$ cat config.mk
export PLATFORM = sky130hd
export DESIGN_NAME = sprite_anim_ctrl
export DESIGN_NICKNAME = d
export VERILOG_FILES = /design/src/rtl/kof_sprite_pkg.sv /design/src/rtl/anim_frame_timer.sv /design/src/rtl/sprite_anim_ctrl.sv
export SDC_FILE = /design/constraint.sdc
export NUM_CORES = 1
export LEC_CHECK = 0
export CORE_ASPECT_RATIO = 0.7
export CORE_MARGIN = 2
export CORE_UTILIZATION = 52
export DETAILED_ROUTE_END_ITERATION = 8
export PLACE_DENSITY_LB_ADDON = 0.08
export SYNTH_ARGS = -nofsm -noshare
export SYNTH_HDL_FRONTEND = slang
export SYNTH_SLANG_ARGS = --single-unit
$ cat constraint.sdc
create_clock -name vga_clk -period 12.9 [get_ports vga_clk]
set_input_delay 2.58 -clock vga_clk [delete_from_list [all_inputs] [get_ports vga_clk]]
set_output_delay 2.58 -clock vga_clk [all_outputs]
set_load 0.01 [all_outputs]
$ cat src/rtl/kof_sprite_pkg.sv
`default_nettype none
// ============================================================================
//  Module      : kof_sprite_pkg
//  Description : Shared sprite definitions. Holds the action enum, the ROM
//                base address of each action's frame strip, the frame count
//                of each action and the ROM address width.
//  Revision    : 1.0  initial release
// ============================================================================
package kof_sprite_pkg;

    localparam int ADDR_W = 16;

    typedef enum logic [1:0] {
        ACT_STAND = 2'd0,
        ACT_WALK  = 2'd1,
        ACT_PUNCH = 2'd2,
        ACT_RSVD  = 2'd3
    } action_t;

    // ROM layout: STAND 4x4096, WALK 6x4096, PUNCH 5x4096 = 61440 words
    localparam logic [ADDR_W-1:0] C_BASE_STAND = 16'd0;
    localparam logic [ADDR_W-1:0] C_BASE_WALK  = 16'd16384;
    localparam logic [ADDR_W-1:0] C_BASE_PUNCH = 16'd40960;

    localparam logic [2:0] C_FRAMES_STAND = 3'd4;
    localparam logic [2:0] C_FRAMES_WALK  = 3'd6;
    localparam logic [2:0] C_FRAMES_PUNCH = 3'd5;

    function automatic logic [ADDR_W-1:0] action_base(input action_t act);
        case (act)
            ACT_WALK:  action_base = C_BASE_WALK;
            ACT_PUNCH: action_base = C_BASE_PUNCH;
            default:   action_base = C_BASE_STAND;
        endcase
    endfunction

    function automatic logic [2:0] action_frames(input action_t act);
        case (act)
            ACT_WALK:  action_frames = C_FRAMES_WALK;
            ACT_PUNCH: action_frames = C_FRAMES_PUNCH;
            default:   action_frames = C_FRAMES_STAND;
        endcase
    endfunction

endpackage
`default_nettype wire

$ cat src/rtl/anim_frame_timer.sv
`default_nettype none
// ============================================================================
//  Module      : anim_frame_timer
//  Description : Holds each animation frame for HOLD_FRAMES video frames and
//                advances/wraps the animation frame index. 'wrap' flags the
//                tick on which the last frame expires.
//  Revision    : 1.0  initial release
// ============================================================================
module anim_frame_timer #(
    parameter int HOLD_FRAMES = 6
) (
    input  logic       vga_clk,
    input  logic       reset,
    input  logic       tick,
    input  logic       restart,
    input  logic [2:0] frame_count,
    output logic [2:0] frame_idx,
    output logic       wrap
);

    localparam logic [3:0] C_HOLD_LAST = 4'(HOLD_FRAMES - 1);

    logic [3:0] r_hold;
    logic [2:0] r_frame_idx;
    logic       w_hold_done;
    logic       w_last_frame;

    assign w_hold_done  = (r_hold == C_HOLD_LAST);
    assign w_last_frame = (r_frame_idx == (frame_count - 3'd1));
    assign wrap         = tick && !restart && w_hold_done && w_last_frame;
    assign frame_idx    = r_frame_idx;

    // Hold counter and frame index move only on the video-frame tick
    always_ff @(posedge vga_clk) begin
        if (reset) begin
            r_hold      <= 4'd0;
            r_frame_idx <= 3'd0;
        end else if (tick) begin
            if (restart) begin
                r_hold      <= 4'd0;
                r_frame_idx <= 3'd0;
            end else if (w_hold_done) begin
                r_hold      <= 4'd0;
                r_frame_idx <= w_last_frame ? 3'd0 : r_frame_idx + 3'd1;
            end else begin
                r_hold <= r_hold + 4'd1;
            end
        end
    end

endmodule
`default_nettype wire

$ cat src/rtl/sprite_anim_ctrl.sv
`default_nettype none
// ============================================================================
//  Module      : sprite_anim_ctrl
//  Description : Sprite animation controller. Action FSM (STAND/WALK/PUNCH)
//                stepped at frame_start, request handshake, and a registered
//                sprite ROM address generator.
//                Optional feature macro SPRITE_FLIP_EN: horizontal mirroring
//                driven by 'flip', sampled at frame_start.
//  Revision    : 1.0  initial release
// ============================================================================
module sprite_anim_ctrl
    import kof_sprite_pkg::*;
#(
    parameter int SPR_W       = 64,
    parameter int SPR_H       = 64,
    parameter int HOLD_FRAMES = 6
) (
    input  logic              vga_clk,
    input  logic              reset,
    input  logic              frame_start,
    input  logic [9:0]        draw_x,
    input  logic [9:0]        draw_y,
    input  logic [9:0]        pos_x,
    input  logic [9:0]        pos_y,
    input  logic [1:0]        act_req,
    input  logic              act_valid,
    output logic              act_ack,
    input  logic              flip,
    output logic [ADDR_W-1:0] rom_address,
    output logic              sprite_on,
    output logic [2:0]        frame_idx,
    output logic              busy
);

    action_t     r_state;
    action_t     r_pend_act;
    logic        r_pend_valid;
    logic        w_restart;
    logic        w_wrap;
    logic        w_accept;

    // A request is taken whenever we are not mid-punch and it is not reserved
    assign busy     = (r_state == ACT_PUNCH);
    assign w_accept = act_valid && !busy && (act_req != ACT_RSVD) && !reset;
    assign act_ack  = w_accept;

    // Switching action restarts the animation from frame 0
    assign w_restart = r_pend_valid && (r_pend_act != r_state);

    anim_frame_timer #(
        .HOLD_FRAMES (HOLD_FRAMES)
    ) u_timer (
        .vga_clk     (vga_clk),
        .reset       (reset),
        .tick        (frame_start),
        .restart     (w_restart),
        .frame_count (action_frames(r_state)),
        .frame_idx   (frame_idx),
        .wrap        (w_wrap)
    );

    // Action FSM and pending-request register; a new accept overrides the clear
    always_ff @(posedge vga_clk) begin
        if (reset) begin
            r_state      <= ACT_STAND;
            r_pend_act   <= ACT_STAND;
            r_pend_valid <= 1'b0;
        end else begin
            if (frame_start) begin
                r_pend_valid <= 1'b0;
                if (w_restart) begin
                    r_state <= r_pend_act;
                end else if (w_wrap && (r_state == ACT_PUNCH)) begin
                    r_state <= ACT_STAND;
                end
            end
            if (w_accept) begin
                r_pend_act   <= action_t'(act_req);
                r_pend_valid <= 1'b1;
            end
        end
    end

    // ---------------- address generation ----------------
    logic [9:0]  w_rel_x;
    logic [9:0]  w_rel_y;
    logic        w_inside;
    logic        w_mirror;
    logic [31:0] w_col;
    logic [31:0] w_addr_full;
    logic [15:0] w_unused_addr_hi;

    assign w_rel_x  = draw_x - pos_x;
    assign w_rel_y  = draw_y - pos_y;
    assign w_inside = (32'(w_rel_x) < 32'(SPR_W)) && (32'(w_rel_y) < 32'(SPR_H));

`ifdef SPRITE_FLIP_EN
    logic r_flip;

    // Mirror setting only changes between video frames to avoid tearing
    always_ff @(posedge vga_clk) begin
        if (reset) begin
            r_flip <= 1'b0;
        end else if (frame_start) begin
            r_flip <= flip;
        end
    end

    assign w_mirror = r_flip;
`else
    logic w_unused_flip;
    assign w_unused_flip = flip;
    assign w_mirror      = 1'b0;
`endif

    assign w_col = w_mirror ? (32'(SPR_W - 1) - 32'(w_rel_x)) : 32'(w_rel_x);

    assign w_addr_full = 32'(action_base(r_state))
                       + 32'(frame_idx) * 32'(SPR_W * SPR_H)
                       + 32'(w_rel_y) * 32'(SPR_W)
                       + w_col;
    assign w_unused_addr_hi = w_addr_full[31:16];

    // One-cycle registered ROM address; zero whenever outside the sprite
    always_ff @(posedge vga_clk) begin
        if (reset) begin
            rom_address <= '0;
            sprite_on   <= 1'b0;
        end else begin
            sprite_on   <= w_inside;
            rom_address <= w_inside ? w_addr_full[ADDR_W-1:0] : '0;
        end
    end

endmodule
`default_nettype wire

After elaboration in Yosys (flattened, before gate mapping). Cells that the tools add are included.

Register bits after elaboration: 29. Input bits: 47.

Add/subtract/negate cells: 8. $lt $le $gt $ge: 2. Equality and inequality tests: 6. Mux-type cells: 11. Bitwise gates (word level): 1. Reduce and logical (&&, ||, !) cells: 18.

Operator list (number): case mux 16 bit (2 select lines) (1); < comparator 10 x 7 -> 1 bit, second input constant (2); subtractor 10 bit (2); adder 16 x 10 -> 16 bit (1); adder 16 x 15 -> 16 bit (1); adder 16 bit (1); logical AND 1 bit (9); 2-to-1 mux 3 bit (3); 2-to-1 mux 4 bit (2); nonzero test 2 bit (3); adder 4 x 1 -> 4 bit, second input constant (1); == test 4 x 3 -> 1 bit, second input constant (1); 2-to-1 mux 2 bit (2); case mux 2 bit (2 select lines) (1); AND reduction 2 bit (2); adder 3 x 1 -> 3 bit, second input constant (1); == test 3 bit (1); logical NOT 1 bit (3); subtractor 3 x 1 -> 3 bit, second input constant (1); == test 2 x 1 -> 1 bit, second input constant (1); == test 2 bit, second input constant (1); 2-to-1 mux 1 bit (2); inequality test 2 bit (1); inequality test 2 bit, second input constant (1); other kinds (2) (2).

Longest topological paths before layout.
Depth in word-level cells: 9. Depth in mapped cells: 17.

Cells and area by module. Synthesis repeated with hierarchy kept, for this count alone.

Cell total of the unflattened synthesis: 288. Area total of the unflattened synthesis: 2529.9 sq um.

By module, submodules not included: sprite_anim_ctrl (times used 1, cells each 242, area an instance 2090.8 sq um); anim_frame_timer (times used 1, cells each 46, area an instance 439.2 sq um).

Worst setup path after synthesis. OpenSTA, ideal clock, no wires.

Kind: in2reg. From: in pos_x[4]. To: reg rom_address[15]. Library setup time: 116 ps. Arrival: 6256 ps. Setup slack: 6528 ps. Cell stages on the path: 16. Buffers on the path: 1. Path through: inv_1 > ha_1 > o211ai_1 > a21o_1 > a31oi_1 > xor2_1 > clkbuf_1 > ha_1 > ha_1 > fa_1 > a21oi_1 > o21bai_1 > and4_1 > a221oi_1 > xnor2_1 > and3_1.

Longest elaborated chain between the ends: 5.

Ends and longest elaborated chain: start, declared (line sprite_anim_ctrl.sv:23) `input logic [9:0] pos_x,`; subtractor 10 bit * (line sprite_anim_ctrl.sv:93) `assign w_rel_x = draw_x - pos_x;`; < comparator 10 x 7 -> 1 bit (line sprite_anim_ctrl.sv:95) `assign w_inside = (32'(w_rel_x) < 32'(SPR_W)) && (32'(w_rel_y) < 32'(SPR_H));`; logical AND 1 bit (line sprite_anim_ctrl.sv:95); NOT 1 bit (no source line); OR reduction 2 bit (no source line); end signal, assigned (line sprite_anim_ctrl.sv:131) `rom_address <= w_inside ? w_addr_full[ADDR_W-1:0] : '0;`; end, declared (line sprite_anim_ctrl.sv:29) `output logic [ADDR_W-1:0] rom_address,`.

Mark *: on every way between the ends. The rest lies on a longest branch, timed or not. A chain may end at the register's enable or synchronous reset.

Final worst setup path.
From: in reset. To: out act_ack.

Longest elaborated chain between the ends: 2.

Ends and longest elaborated chain: start, declared (line sprite_anim_ctrl.sv:19) `input logic reset,`; logical NOT 1 bit (line sprite_anim_ctrl.sv:44) `assign w_accept = act_valid && !busy && (act_req != ACT_RSVD) && !reset;`; logical AND 1 bit (line sprite_anim_ctrl.sv:44); end, declared (line sprite_anim_ctrl.sv:27) `output logic act_ack,`.

No other way between the ends.

==> results.toml <==
[final_layout]
area_growth_pct = 32.6
fill_cells = 357
stdcell_count = 402
n_antenna_cell = 0
multi_input_area_mm2 = 0.00168
final_layout_size_suffix_gt1_frac = 0.0663
finalNetCount = 431
final-seq-area_um2 = 581

[clocking]
cts.sinks = 29
cts-root-buf = "clkbuf_8"
clkTransAtPathRegs_ns = 0.07
hold_buffers = 0
post_cts_buffers = 0
clk_latency_ns = 0.28
cts_tree = "yes"
cts_max_level = 2
cts_buffers = 5
cts_buffer_depth = 2
cts_resized = 0

[outcome]
failed_checks = "DRC"
status = "finished with violations"

[sta]
skew_ns = 0.00288
max_freq_ghz = 0.145
tightest_slew_ns = 1.06
rsz0062_at_grt = "no"
setup_viol = 0
setup_tns_ns = 0
drv_slew = 0
slew_headroom = 0.291
finalWorstSetupSlack_ns = 5.99
fin_crit_sh = 0.536
hold_viol = 0
min_period_ns = 6.91

[detailed_routing]
avgViaCountPerCell = 5.30
antenna_left = 0
routed-via-count = 2130
post-route-drc-count = 6
drt_wl_total_um = 5180
wl_per_cell_um = 12.9
drt_iter0_drc = 113
first_pass_iters = 7

[power]
cellLeakagePower_nw = 1.36
finalPower_uw = 293
ir_drop_v = 0.0000515
powerDensity_mw_per_mm2 = 90.7

[yosys]
ys_top_cells_by_area = "dfxtp_1 (24%), ha_1 (17%), xnor2_1 (6.5%)"
ys_seq_elements = 29
synth_warnings = 0
synth.distinct_cells = 53
synth_edf_count = 0
yosys_most_used_dff = "dfxtp_1"
synth_top_cell_by_area = "dfxtp_1"
synth.top_cell.area_share = 0.238
synthesis.nets = 363
async_flop_share = 0
yosysSeqAreaShare = 0.238
synth_area_mm2 = 0.00243
synthCells = 278
syn_avg_cell_area_um2 = 8.76

[placed_design]
portBuffers = 67
dpl.hpwl_um = 4230
place_ws_ns = 5.98
gp_congestion = 0.860
dp_cells = 394

[job]
maxCapViolations = 0

[die]
initial_utilization = 0.550
fp.dieW_um = 85.8
pin_count = 69
core_mm2 = 0.00443
rows = 20
dieArea_mm2 = 0.00525
die-height_um = 61.3

[worst_hold_path]
min-delay-start = "r_pend_valid"
hold_class = "register to register"
min_to = "r_pend_valid"
min_path_cells = 2

[global_route]
grt_pass1_wl_um = 8250
grt_antenna_before_repair = 0
grt_overflow_total = 0
grt_pass1_vias = 1887
grt_max_degree = 18
track_usage = 0.200

[worst_setup_path]
start_kind = "input pin"
cp_max_fo = 14
reg2reg_depth = 8
crit_arrival_ns = 4.33
crit_type = "input pin to output port"
cp.required_ns = 10.32
r2r-end = "rom_address[15]"
r2r-start = "r_state[0]"
reg2reg_slack_ns = 10.35
crit_path_end_kind = "output port"
==> synth_stat cells, types with 2 or more instances <==
master	number
and2_1	3
clkbuf_1	4
nor2b_1	3
xnor2_1	18
ha_1	33
nand2_1	13
nand3b_1	3
o21bai_1	2
o21ai_0	4
a21boi_0	2
nor4_1	2
o21a_1	3
a21o_1	4
a211oi_1	2
dfxtp_1	29
nor4b_1	5
nor2_1	20
fa_1	5
a41oi_1	2
nand2b_1	3
nand3_1	7
nand4_1	4
inv_1	34
a21oi_1	17
o211ai_1	2
nor4_2	9
xor2_1	13
a22oi_1	3
and3_1	5
==> worst max path at each step <==
stage / slack (ns) / endpoint / from
final: 5.99 / act_ack / reset
after global routing: 5.90 / act_ack / reset
after CTS: 6.00 / act_ack / reset
after detailed placement: 5.98 / rom_address[15] / draw_y[0]
after global placement: 6.05 / act_ack / reset
after floorplan: 6.53 / rom_address[15] / pos_x[4]
==> layout by cell type, fill, tap and decap left out, types with 4 or more instances in the layout <==
cell type and n:
nand4_1 4, a21oi_1 17, o21ai_0 4, nand3_1 7
xor2_1 13, nor2_1 20, xnor2_1 17, fa_1 5
dfxtp_1 29, nor4b_1 5, a21o_1 4, inv_1 34
nand2_1 13, clkbuf_8 5, nor4_2 9, and3_1 5
ha_1 33, clkdlybuf4s50_1 67
==> final cells by class <==
class                      instances  area share
tap                               55      0.0213
timing repair buffer              68       0.210
sequential                        29       0.180
clock inverter                     3     0.00542
clock buffer                       5      0.0213
inverter                          35      0.0407
multi-input combinational        207       0.522
==> logic make-up after synthesis <==
family,after synthesis,synth area share
compound gates,53,0.150
xor+xnor,31,0.112
fa+ha+maj,38,0.211
buf+inv,42,0.0730
flops,29,0.238
mux,1,0.00411
simple gates,84,0.213
==> where the power goes <==
part | leakage (nW) | switching [mW] | internal (mW)
logic | 1.09 | 0.0682 | 0.0593
clock network | 0.0439 | 0.0365 | 0.0371
registers | 0.234 | 0.00103 | 0.0907
==> worst max-delay path, cell delays in order <==
cell,delay (ns)
clkdlybuf4s50_1,0.69
nor2_1,0.21
nand3_1,0.17
inv_1,0.14
clkdlybuf4s50_1,0.54
==> per-layer routing <==
metal | track usage | wire [µm] | up-vias
met5 | 0 | 0 | -
met4 | 0.0590 | 25 | 0
met3 | 0.0469 | 215 | 3
li1 | - | - | 1111
met2 | 0.318 | 2130 | 60
met1 | 0.277 | 2810 | 956
==> per-stage QoR <==
stage | area (µm²) | utilization | hold slack (ns)
finish | 3230 | 0.729 | 0.462
detailed placement | 3140 | 0.710 | 0.454
floorplan | 2430 | - | 0.432
global placement | 3140 | 0.710 | 0.445
global route | 3230 | 0.729 | 0.491
CTS | 3230 | 0.729 | 0.464
==> state kept, by name, indices dropped and copies added, names as in the netlist <==
| register | cells |
|---|---|
| u_timer.frame_idx | 3 |
| u_timer.r_hold | 4 |
| r_pend_act | 2 |
| r_pend_valid | 1 |
| rom_address | 16 |
| sprite_on | 1 |
| r_state | 2 |
(Power assumes the default switching activity.)
